===== src/rtl/sensor_hit_capture_if.sv =====
// Hit handshake between the sensor conditioner and the game datapath.
// The producer holds hit_box/hit_valid until the consumer raises hit_ready.
interface sensor_hit_capture_if;
    logic       hit_valid;
    logic [2:0] hit_box;
    logic       hit_ready;

    modport master (
        output hit_valid,
        output hit_box,
        input  hit_ready
    );

    modport slave (
        input  hit_valid,
        input  hit_box,
        output hit_ready
    );
endinterface


===== src/rtl/sensor_hit_capture.sv =====
// Turns the raw 3-bit box code from the GPIO pins into one clean hit per strike:
// 2-flop synchroniser, press/release debounce FSM, and a valid/ready hit register.
module sensor_hit_capture #(
    parameter int DEBOUNCE_CYCLES = 500000,
    parameter int CNT_W           = 19
) (
    input  logic                CLOCK_50,
    input  logic                resetn,
    input  logic [2:0]          sensor_raw,
    input  logic                enable,
    sensor_hit_capture_if.master hit_if,
    output logic [2:0]          stable_box,
    output logic [7:0]          hit_count,
    output logic                overflow
);

    typedef enum logic [1:0] {
        S_IDLE,
        S_QUALIFY,
        S_PRESSED,
        S_RELEASE
    } state_t;

    localparam logic [CNT_W-1:0] LP_ONE  = CNT_W'(1);
    localparam logic [CNT_W-1:0] LP_LAST = CNT_W'(DEBOUNCE_CYCLES - 1);

    logic [2:0]       r_sync_meta;
    logic [2:0]       r_sync_q;

    state_t           r_state;
    state_t           w_state_nxt;
    logic [CNT_W-1:0] r_cnt;
    logic [CNT_W-1:0] w_cnt_nxt;
    logic [2:0]       r_cand;
    logic [2:0]       w_cand_nxt;
    logic [2:0]       r_stable_box;
    logic [2:0]       w_stable_nxt;
    logic             w_press_done;
    logic             w_hit_gen;

    logic             r_hit_valid;
    logic [2:0]       r_hit_box;
    logic [7:0]       r_hit_count;
    logic             r_overflow;

    // NOTE: clocked state uses non-blocking assignments so every flop samples
    // pre-edge values regardless of process ordering.
    always_ff @(posedge CLOCK_50 or negedge resetn) begin
        if (!resetn) begin
            r_sync_meta <= 3'd0;
            r_sync_q    <= 3'd0;
        end else begin
            r_sync_meta <= sensor_raw;
            r_sync_q    <= r_sync_meta;
        end
    end

    always_ff @(posedge CLOCK_50 or negedge resetn) begin
        if (!resetn) begin
            r_state      <= S_IDLE;
            r_cnt        <= '0;
            r_cand       <= 3'd0;
            r_stable_box <= 3'd0;
        end else begin
            r_state      <= w_state_nxt;
            r_cnt        <= w_cnt_nxt;
            r_cand       <= w_cand_nxt;
            r_stable_box <= w_stable_nxt;
        end
    end

    // The counter holds the number of qualifying samples already seen, so the
    // sample that would make it DEBOUNCE_CYCLES takes the transition directly.
    always_comb begin
        // NOTE: every output gets a default first so no path infers a latch.
        w_state_nxt  = r_state;
        w_cnt_nxt    = r_cnt;
        w_cand_nxt   = r_cand;
        w_stable_nxt = r_stable_box;
        w_press_done = 1'b0;

        unique case (r_state)
            S_IDLE: begin
                if (r_sync_q != 3'd0) begin
                    w_state_nxt = S_QUALIFY;
                    w_cand_nxt  = r_sync_q;
                    w_cnt_nxt   = LP_ONE;
                end
            end

            S_QUALIFY: begin
                if (r_sync_q == 3'd0) begin
                    w_state_nxt = S_IDLE;
                    w_cnt_nxt   = '0;
                end else if (r_sync_q != r_cand) begin
                    w_cand_nxt  = r_sync_q;
                    w_cnt_nxt   = LP_ONE;
                end else if (r_cnt == LP_LAST) begin
                    w_state_nxt  = S_PRESSED;
                    w_stable_nxt = r_cand;
                    w_press_done = 1'b1;
                end else begin
                    w_cnt_nxt = r_cnt + LP_ONE;
                end
            end

            S_PRESSED: begin
                if (r_sync_q != r_cand) begin
                    w_state_nxt = S_RELEASE;
                    w_cnt_nxt   = (r_sync_q == 3'd0) ? LP_ONE : '0;
                end
            end

            S_RELEASE: begin
                if (r_sync_q == r_cand) begin
                    w_state_nxt = S_PRESSED;
                end else if (r_sync_q == 3'd0) begin
                    if (r_cnt == LP_LAST) begin
                        w_state_nxt  = S_IDLE;
                        w_stable_nxt = 3'd0;
                        w_cnt_nxt    = '0;
                    end else begin
                        w_cnt_nxt = r_cnt + LP_ONE;
                    end
                end else begin
                    // Sliding onto another box restarts the release count only.
                    w_cnt_nxt = '0;
                end
            end

            default: begin
                w_state_nxt = S_IDLE;
                w_cnt_nxt   = '0;
            end
        endcase
    end

    assign w_hit_gen = w_press_done & enable;

    always_ff @(posedge CLOCK_50 or negedge resetn) begin
        if (!resetn) begin
            r_hit_valid <= 1'b0;
            r_hit_box   <= 3'd0;
            r_hit_count <= 8'd0;
            r_overflow  <= 1'b0;
        end else begin
            if (w_hit_gen) begin
                // A held hit being accepted this same edge frees the slot.
                if (!r_hit_valid || hit_if.hit_ready) begin
                    r_hit_valid <= 1'b1;
                    r_hit_box   <= r_cand;
                    if (r_hit_count != 8'hFF) begin
                        r_hit_count <= r_hit_count + 8'd1;
                    end
                end else begin
                    r_overflow <= 1'b1;
                end
            end else if (r_hit_valid && hit_if.hit_ready) begin
                r_hit_valid <= 1'b0;
            end
        end
    end

    assign hit_if.hit_valid = r_hit_valid;
    assign hit_if.hit_box   = r_hit_box;
    assign stable_box       = r_stable_box;
    assign hit_count        = r_hit_count;
    assign overflow         = r_overflow;

endmodule


===== src/flat_wrapper.sv =====
// flat-port wrapper written by rule: the top's interface ports become plain ports
module sensor_hit_capture_flat 
#(
    parameter int DEBOUNCE_CYCLES = 500000,
    parameter int CNT_W           = 19
)
  (CLOCK_50, resetn, sensor_raw, enable, stable_box, hit_count, overflow, hit_if_hit_valid, hit_if_hit_box, hit_if_hit_ready);
  sensor_hit_capture_if hit_if_i ();
  input  logic CLOCK_50;
  input  logic resetn;
  input  logic [2:0] sensor_raw;
  input  logic enable;
  output logic [2:0] stable_box;
  output logic [7:0] hit_count;
  output logic overflow;
  output wire logic [$bits(hit_if_i.hit_valid)-1:0] hit_if_hit_valid;
  output wire logic [$bits(hit_if_i.hit_box)-1:0] hit_if_hit_box;
  input wire logic [$bits(hit_if_i.hit_ready)-1:0] hit_if_hit_ready;
  assign hit_if_hit_valid = hit_if_i.hit_valid;
  assign hit_if_hit_box = hit_if_i.hit_box;
  assign hit_if_i.hit_ready = hit_if_hit_ready;
  sensor_hit_capture #(.DEBOUNCE_CYCLES(DEBOUNCE_CYCLES), .CNT_W(CNT_W)) u_core (.CLOCK_50(CLOCK_50), .resetn(resetn), .sensor_raw(sensor_raw), .enable(enable), .hit_if(hit_if_i), .stable_box(stable_box), .hit_count(hit_count), .overflow(overflow));
endmodule

===== config.mk =====
export PLATFORM = sky130hd
export DESIGN_NAME = sensor_hit_capture_flat
export DESIGN_NICKNAME = d
export VERILOG_FILES = /design/src/rtl/sensor_hit_capture_if.sv /design/src/rtl/sensor_hit_capture.sv /design/src/flat_wrapper.sv
export SDC_FILE = /design/constraint.sdc
export NUM_CORES = 1
export LEC_CHECK = 0
export BUFFER_PORTS_ARGS = -buffer_cell sky130_fd_sc_hd__buf_2
export CAP_MARGIN = 10
export CORE_MARGIN = 2
export CORE_UTILIZATION = 50
export DETAILED_ROUTE_END_ITERATION = 6
export HOLD_SLACK_MARGIN = 0.12
export PLACE_DENSITY = 0.74
export SLEW_MARGIN = 20
export SYNTH_ARGS = -nofsm -noshare
export SYNTH_HDL_FRONTEND = slang
export SYNTH_SLANG_ARGS = --single-unit

===== constraint.sdc =====
create_clock -name CLOCK_50 -period 5.5 [get_ports CLOCK_50]
set_input_delay 1.1 -clock CLOCK_50 [delete_from_list [all_inputs] [get_ports CLOCK_50]]
set_output_delay 1.1 -clock CLOCK_50 [all_outputs]
set_load 0.01 [all_outputs]

==> flow_summary.toml, run 1 <==
[sta]
hold_viol = 0
tns_ns = 0
worst_pin_slew_ns = 0.912
slew_viol_final = 0
max_freq_ghz = 0.413
setup_viol = 0
rsz0062_at_grt = "false"
clock_skew_ns = 0.00780
max-slew-margin-rel = 0.392
period_needed_ns = 2.42
whs_ns = 0.353
period_share = 0.440
setup_slack_ns = 3.08

[route]
via_count = 2094
drt_pre_antenna_iters = 4
dr.first_iter.drc_count = 206
routed_via_density = 6.35
drc = 0
wire_per_inst_um = 16.4
drt-total-wl_um = 5430
drtAntennaViolNets = 0

[clock_network]
clock-sinks = 46
insertion_delay_ns = 0.30
ctsHoldBuffers = 0
clk_pin_slew_ns = 0.09
cts_tree = "yes"
cts_buffers = 5
root_buffer = "clkbuf_8"
postCtsSetupBuffers = 0
cts_resized = 0
h-tree-depth = 2
clock_path_buffers = 2

[setup_path]
reg2reg_depth = 5
max_stage_delay_ns = 0.86
cp_cell_sequence = "nand2_1, nor4b_1, nand4_4, nor2_1, mux2_2"
crit_path_start_kind = "flip-flop"
ff2ff_setup_slack_ns = 3.08
r2r-end = "u_core.hit_count[6]"
endpoint = "u_core.hit_count[6]"
cp_slowest_cell = "dfrtp_1"
crit_type = "flip-flop to flip-flop"
worstPathMaxFanout = 24
crit_arrival_ns = 2.61
r2r_start = "u_core.r_state[0]"
critPathLaunch = "u_core.r_state[0]"
crit_required_ns = 5.69
crit_path_end_kind = "flip-flop"

[power]
ir_worst_vdd_uv = 155
leakage_nw = 1.21
power_density_nw_per_um2 = 247
p_total_mw = 0.683

[finish]
drive_above_1_share = 0.217
fin_cells = 330
area_delta_synth_final_pct = 8.24
fin_area_um2 = 2760
multi_input_area_um2 = 1260
layout.nets = 271
antenna_cells = 0
final_util = 0.573
ff_latch_area_um2 = 1150
n_fill_cell = 458

[logic_synthesis]
synthesis.area_um2 = 2550
synthCells = 248
yosysSeqAreaShare = 0.451
synth-seq-cells = 46
synth_edf_count = 0
ys_warn_count = 0
syn-num-nets = 257
ys.flop_type = "dfrtp_1"
synth-async-reset-ratio = 1.00
ys_types = 56
syn_avg_cell_area_um2 = 10.3

[grt]
grt_util_all_layers = 0.215
grt_pass1_wl_um = 9330
grt_pass1_vias = 1954
antenna_found_initial = 0
grt_max_degree = 47
gr-total-overflow = 0

[outcome]
status = "finished, final reports clean"

[floorplanning]
die_height_um = 75.4
die_x_um = 75.4
start_util = 0.529
row_count = 25
core_um2 = 4820
ios = 23
dieArea_um2 = 5690

[placed_design]
post_dp_cell_area_um2 = 2650
hpwl_um = 3440
io_buffers = 22
pre_cts_ws_ns = 2.81
gp_congestion = 0.844
dp_cells = 322

[flow_run]
cap_violations = 0

[worst_hold_path]
hp-class = "flip-flop to flip-flop"
[worst min path at each step]
stage	from	end	slack, ns	cells past startpoint
2_1_floorplan	u_core.r_sync_meta[0]	u_core.r_sync_q[0]	0.33	0
3_3_place_gp	u_core.r_sync_meta[2]	u_core.r_sync_q[2]	0.33	0
3_5_place_dp	u_core.r_sync_meta[0]	u_core.r_sync_q[0]	0.34	0
4_1_cts	u_core.r_sync_meta[0]	u_core.r_sync_q[0]	0.36	0
5_1_grt	u_core.r_sync_meta[1]	u_core.r_sync_q[1]	0.36	0
6_report	u_core.r_sync_meta[0]	u_core.r_sync_q[0]	0.35	0
[layout by cell type, fill, tap and decap left out, types with 2 or more instances in the layout]
cell type	count
buf_2	21
and3_1	6
nor3b_2	3
buf_4	2
and3_2	5
o21bai_1	2
nand4_1	10
dfrtp_1	46
or3_1	2
xnor2_1	3
mux2_2	5
inv_1	9
o21ai_0	7
o211ai_1	12
nor4b_1	3
and2_1	3
nor2_2	2
a22o_1	2
a31oi_1	29
o221ai_1	5
nor3_2	3
and4_1	4
xor2_1	6
nand2_1	15
ha_1	2
clkbuf_8	5
nor4_1	2
nand3_1	13
a41oi_1	3
nor2_1	3
a21oi_1	2
nor3_1	3
[synthesized netlist by cell type, types with 2 or more instances]
master / number / area (um^2)
a21oi_1: 2 / 10.0
a22o_1: 2 / 17.5
a31oi_1: 29 / 181
a41oi_1: 3 / 26.3
and2_1: 3 / 18.8
and3_1: 6 / 37.5
and3_2: 5 / 37.5
and4_1: 4 / 35.0
buf_2: 6 / 30.0
buf_6: 2 / 22.5
clkbuf_1: 5 / 18.8
clkbuf_8: 2 / 27.5
dfrtp_1: 46 / 1150
ha_1: 2 / 25.0
inv_1: 9 / 33.8
mux2_2: 5 / 56.3
nand2_1: 15 / 56.3
nand3_1: 13 / 65.1
nand4_1: 10 / 62.6
nor2_1: 4 / 15.0
nor3_1: 3 / 15.0
nor3_2: 3 / 30.0
nor3b_2: 3 / 37.5
nor4_1: 2 / 12.5
nor4b_1: 3 / 26.3
o211ai_1: 12 / 90.1
o21ai_0: 7 / 35.0
o21bai_1: 2 / 15.0
o221ai_1: 5 / 43.8
or3_1: 2 / 12.5
xnor2_1: 3 / 26.3
xor2_1: 6 / 52.6
[kinds of logic (layout without fill, tap and decap cells)]
logic type / after synthesis / count (layout) / share of synthesized area
xor gates and xnor gates: 9 / 9 / 0.0309
and+or+nand+nor: 87 / 87 / 0.227
muxes: 7 / 7 / 0.0304
adders and majority gates: 2 / 2 / 0.00981
DFF: 46 / 46 / 0.451
buffers and inverters: 25 / 40 / 0.0550
AOI/OAI and AO/OA: 72 / 72 / 0.195
[worst max-delay path, delay by kind of cell, from the launching register on]
kind / cells / cell delay [ns]
AND/OR/NAND/NOR: 4 / 1.10
multiplexers: 1 / 0.35
flip-flops: 1 / 0.86
[report_power, final]
group,switching [mW],internal (mW),leakage (nW)
logic,0.0394,0.0267,0.549
registers,0.0155,0.349,0.612
clock network,0.117,0.136,0.0514
[metal layers]
metal,part of all wire,GRT usage,wire length (um)
met1,0.46,0.308,2500
met2,0.48,0.329,2590
met3,0.053,0.0450,288
met4,0.0090,0.0663,49
met5,0,0,0
[flip-flops by register name (all words and copies together) (netlist names)]
signal                   cells
u_core.r_cand                3
u_core.r_sync_q              3
u_core.hit_if.hit_box        3
u_core.stable_box            3
u_core.hit_count             8
u_core.overflow              1
u_core.r_sync_meta           3
u_core.r_state               2
u_core.r_cnt                19
u_core.hit_if.hit_valid      1
[final cells by class]
cell class	count	share of cell area
Multi-Input combinational cell	177	0.457
Clock inverter	2	0.0136
Tap cell	67	0.0304
Inverter	9	0.0122
Sequential cell	46	0.417
Clock buffer	6	0.0263
Timing Repair Buffer	23	0.0435
Note: power is estimated with default switching activity, not from simulation.
==> inputs of run 2 (changes only) <==
--- a/config.mk
+++ b/config.mk
@@ -5,13 +5,14 @@
 export SDC_FILE = /design/constraint.sdc
 export NUM_CORES = 1
 export LEC_CHECK = 0
+export ABC_AREA = 1
 export BUFFER_PORTS_ARGS = -buffer_cell sky130_fd_sc_hd__buf_2
 export CAP_MARGIN = 10
 export CORE_MARGIN = 2
 export CORE_UTILIZATION = 50
 export DETAILED_ROUTE_END_ITERATION = 6
 export HOLD_SLACK_MARGIN = 0.12
-export PLACE_DENSITY = 0.74
+export PLACE_DENSITY = 0.73
 export SLEW_MARGIN = 20
 export SYNTH_ARGS = -nofsm -noshare
 export SYNTH_HDL_FRONTEND = slang
==> constraint.sdc (replaced) <==
create_clock -name CLOCK_50 -period 2.5 [get_ports CLOCK_50]
set_input_delay 0.5 -clock CLOCK_50 [delete_from_list [all_inputs] [get_ports CLOCK_50]]
set_output_delay 0.5 -clock CLOCK_50 [all_outputs]
set_load 0.01 [all_outputs]
==> run 2 against run 1 <==
  * Total power grew to 3.2 times the previous value
  * Setup slack got worse by 2.8 ns
  * Core utilization barely moved
  * Die area increased by 14%
  * Combinational power grew to 10 times the previous value
  * Final cell count rose by 56%
  * Sequential share of layout area is 5.7 points lower
  * Clock-buffer cell count did not move
  * Critical path depth is 6 higher
  * Flip-flop and latch count did not move
==> flow_summary.toml, run 2 <==
[setup_path]
crit_path_end_kind = "flip-flop"
cp_slowest_cell = "dfrtp_1"
r2r-end = "u_core.r_cnt[14]"
reg2reg_depth = 11
crit_path_start_kind = "flip-flop"
crit_type = "flip-flop to flip-flop"
cp_cell_sequence = "ha_1, nand2_1, nor2_2, nand3_1, nor2_2, nand2_4, nand2_2, inv_2, nand2_1, nand2_1, nor2_1"
worstPathMaxFanout = 21
worst_path_most_repeated_cell = "nand2_1"
crit_arrival_ns = 2.42
ff2ff_setup_slack_ns = 0.32
crit_required_ns = 2.74
max_stage_delay_ns = 0.48
r2r_start = "u_core.r_cnt[0]"

[power]
power.switching_mw = 0.825
combPwrFrac = 0.317
clkPwrFrac = 0.257
p_sw_frac = 0.382
internal-power_mw = 1.33
power_density_nw_per_um2 = 676
ir_worst_vdd_uv = 565
leakage_nw = 1.57
power_frac_seq = 0.426

[sta]
setup_slack_ns = 0.320
whs_ns = 0.302
setup_viol = 0
slew_viol_final = 0
clock_skew_ns = 0.00465
rsz0062_at_grt = "false"
max_freq_ghz = 0.459
tns_ns = 0
worst_pin_slew_ns = 0.469
period_share = 0.872
period_needed_ns = 2.18
max-slew-margin-rel = 0.687
hold_viol = 0

[placed_design]
hpwl_um = 4990
io_buffers = 22
gp_congestion = 0.950
post_dp_cell_area_um2 = 3070
pre_cts_ws_ns = 0.363

[grt]
grt_max_degree = 34
grt_util_all_layers = 0.237
gr-total-overflow = 0
grt_pass1_vias = 2709
grt_pass1_wl_um = 12200
antenna_found_initial = 0

[floorplanning]
start_util = 0.524
die_height_um = 80.4
die_x_um = 80.4
row_count = 27
core_um2 = 5570
ios = 23
dieArea_um2 = 6460

[logic_synthesis]
syn_avg_cell_area_um2 = 6.97
synth_top_cells_by_count = "nand2_1, nor2_1, dfrtp_1, inv_1, nand3_1"
ys.flop_type = "dfrtp_1"
synth_top_area_cell = "dfrtp_1"
synth_edf_count = 0
yosys-top-cells-area = "dfrtp_1, nand2_1, nor2_1, nand4_1, inv_1"
synth_top_area_share = 0.394
ys_warn_count = 0
ys_types = 31
synth-async-reset-ratio = 1.00
synth-seq-cells = 46
synthCells = 419
syn-num-nets = 428
yosysSeqAreaShare = 0.394
synthesis.area_um2 = 2920
yosys.cell_count.top_type = "nand2_1"

[route]
drt-total-wl_um = 6690
wire_per_inst_um = 13.0
dr.first_iter.drc_count = 172
drtAntennaViolNets = 0
via_count = 2714
routed_via_density = 5.28
drt_pre_antenna_iters = 4
drc = 0

[finish]
antenna_cells = 0
final_common_cell = "nand2_1"
largest_register = "u_core.r_cnt"
layout_common_cells = "nand2_1, nor2_1, dfrtp_1"
largest_reg_flops = 19
drive_above_1_share = 0.133
fin_area_um2 = 3190
layout.nets = 450
area_delta_synth_final_pct = 9.43

[clock_network]
root_buffer = "clkbuf_8"
insertion_delay_ns = 0.30
postCtsSetupBuffers = 0
clk_pin_slew_ns = 0.09
clock_path_buffers = 2
cts_buffers = 5
cts_tree = "yes"
clock-sinks = 46
h-tree-depth = 2

[worst_hold_path]
hold_depth = 1
hp-class = "input pin to flip-flop"
hold_path_end = "u_core.r_sync_meta[2]"
worst_hold_startpoint = "sensor_raw[2]"

[outcome]
status = "finished, final reports clean"

[flow_run]
cap_violations = 0
-- run 2: changes by cell type in the layout (fill, tap and decap cells not counted), moves of 6 or more --
cell	before	now
a31oi_1	29	1
and3_1	6	0
nand3_1	13	30
nand2_1	15	133
nand4_1	10	28
o21ai_1	1	9
inv_2	0	8
nor2_1	3	54
inv_1	9	42
a21oi_1	2	10
o211ai_1	12	1
-- run 2: layout make-up --
cell class	instances	area (um^2)
clock buffers	6	72.6
clock inverters	2	37.5
fillers	537	2380
inverters	53	199
multi-input cells	309	1500
flip-flops and latches	46	1150
well taps	72	90.1
repair buffers	26	143
-- run 2: cells by family after synthesis --
group                    Yosys count  share of synthesized area
AO/OA/AOI/OAI                     32                     0.0643
adder cells (fa/ha/maj)            2                    0.00857
flip-flops                        46                      0.394
buffers and inverters             64                     0.0913
AND/OR/NAND/NOR                  262                      0.400
XOR/XNOR                          13                     0.0416
-- run 2: layer usage --
metal / vias up / global-route usage / wire [um]
met5: - / 0 / 0
met4: 0 / 0.0576 / 61
met3: 7 / 0.0292 / 287
met2: 66 / 0.417 / 3270
met1: 1263 / 0.311 / 3070
li1: 1378 / - / -
-- run 2: critical path: cells and delay by family, from the launching register on --
kind	cells	cell delay, ns
simple gates	9	1.14
flops	1	0.48
fa+ha+maj	1	0.27
buf+inv	1	0.23
-- run 2: power by group through the flow --
stage	registers (mW)	clock network, mW	logic, mW
floorplan	0.923	0	0.515
global placement	0.926	0	0.662
detailed placement	0.932	0	0.678
CTS	0.917	0.571	0.683
global route	0.934	0.604	0.787
finish	0.920	0.555	0.684
-- run 2: per-stage QoR --
step | instances | utilization | power, mW
global route | 514 | 0.573 | 2.33
detailed placement | 505 | 0.552 | 1.61
floorplan | 419 | - | 1.44
CTS | 514 | 0.573 | 2.17
finish | 514 | 0.573 | 2.16
global placement | 505 | 0.552 | 1.59
-- run 2: worst max-delay path by stage --
| stage | end | startpoint |
|---|---|---|
| 4_1_cts | u_core.r_cnt[15] | u_core.r_cnt[0] |
| 6_report | u_core.r_cnt[14] | u_core.r_cnt[0] |
| 3_3_place_gp | u_core.r_cnt[14] | u_core.r_cnt[0] |
| 3_5_place_dp | u_core.r_cnt[15] | u_core.r_cnt[0] |
| 2_1_floorplan | u_core.hit_count[5] | u_core.r_cnt[0] |
| 5_1_grt | u_core.r_cnt[15] | u_core.r_cnt[0] |
-- run 2: repair_timing --
item / in CTS / in global routing
endpoints found under the hold margin: 13 / 0
endpoints found under the setup margin: 0 / 0
hold buffers: 1 / 0
resized for setup: 0 / 0
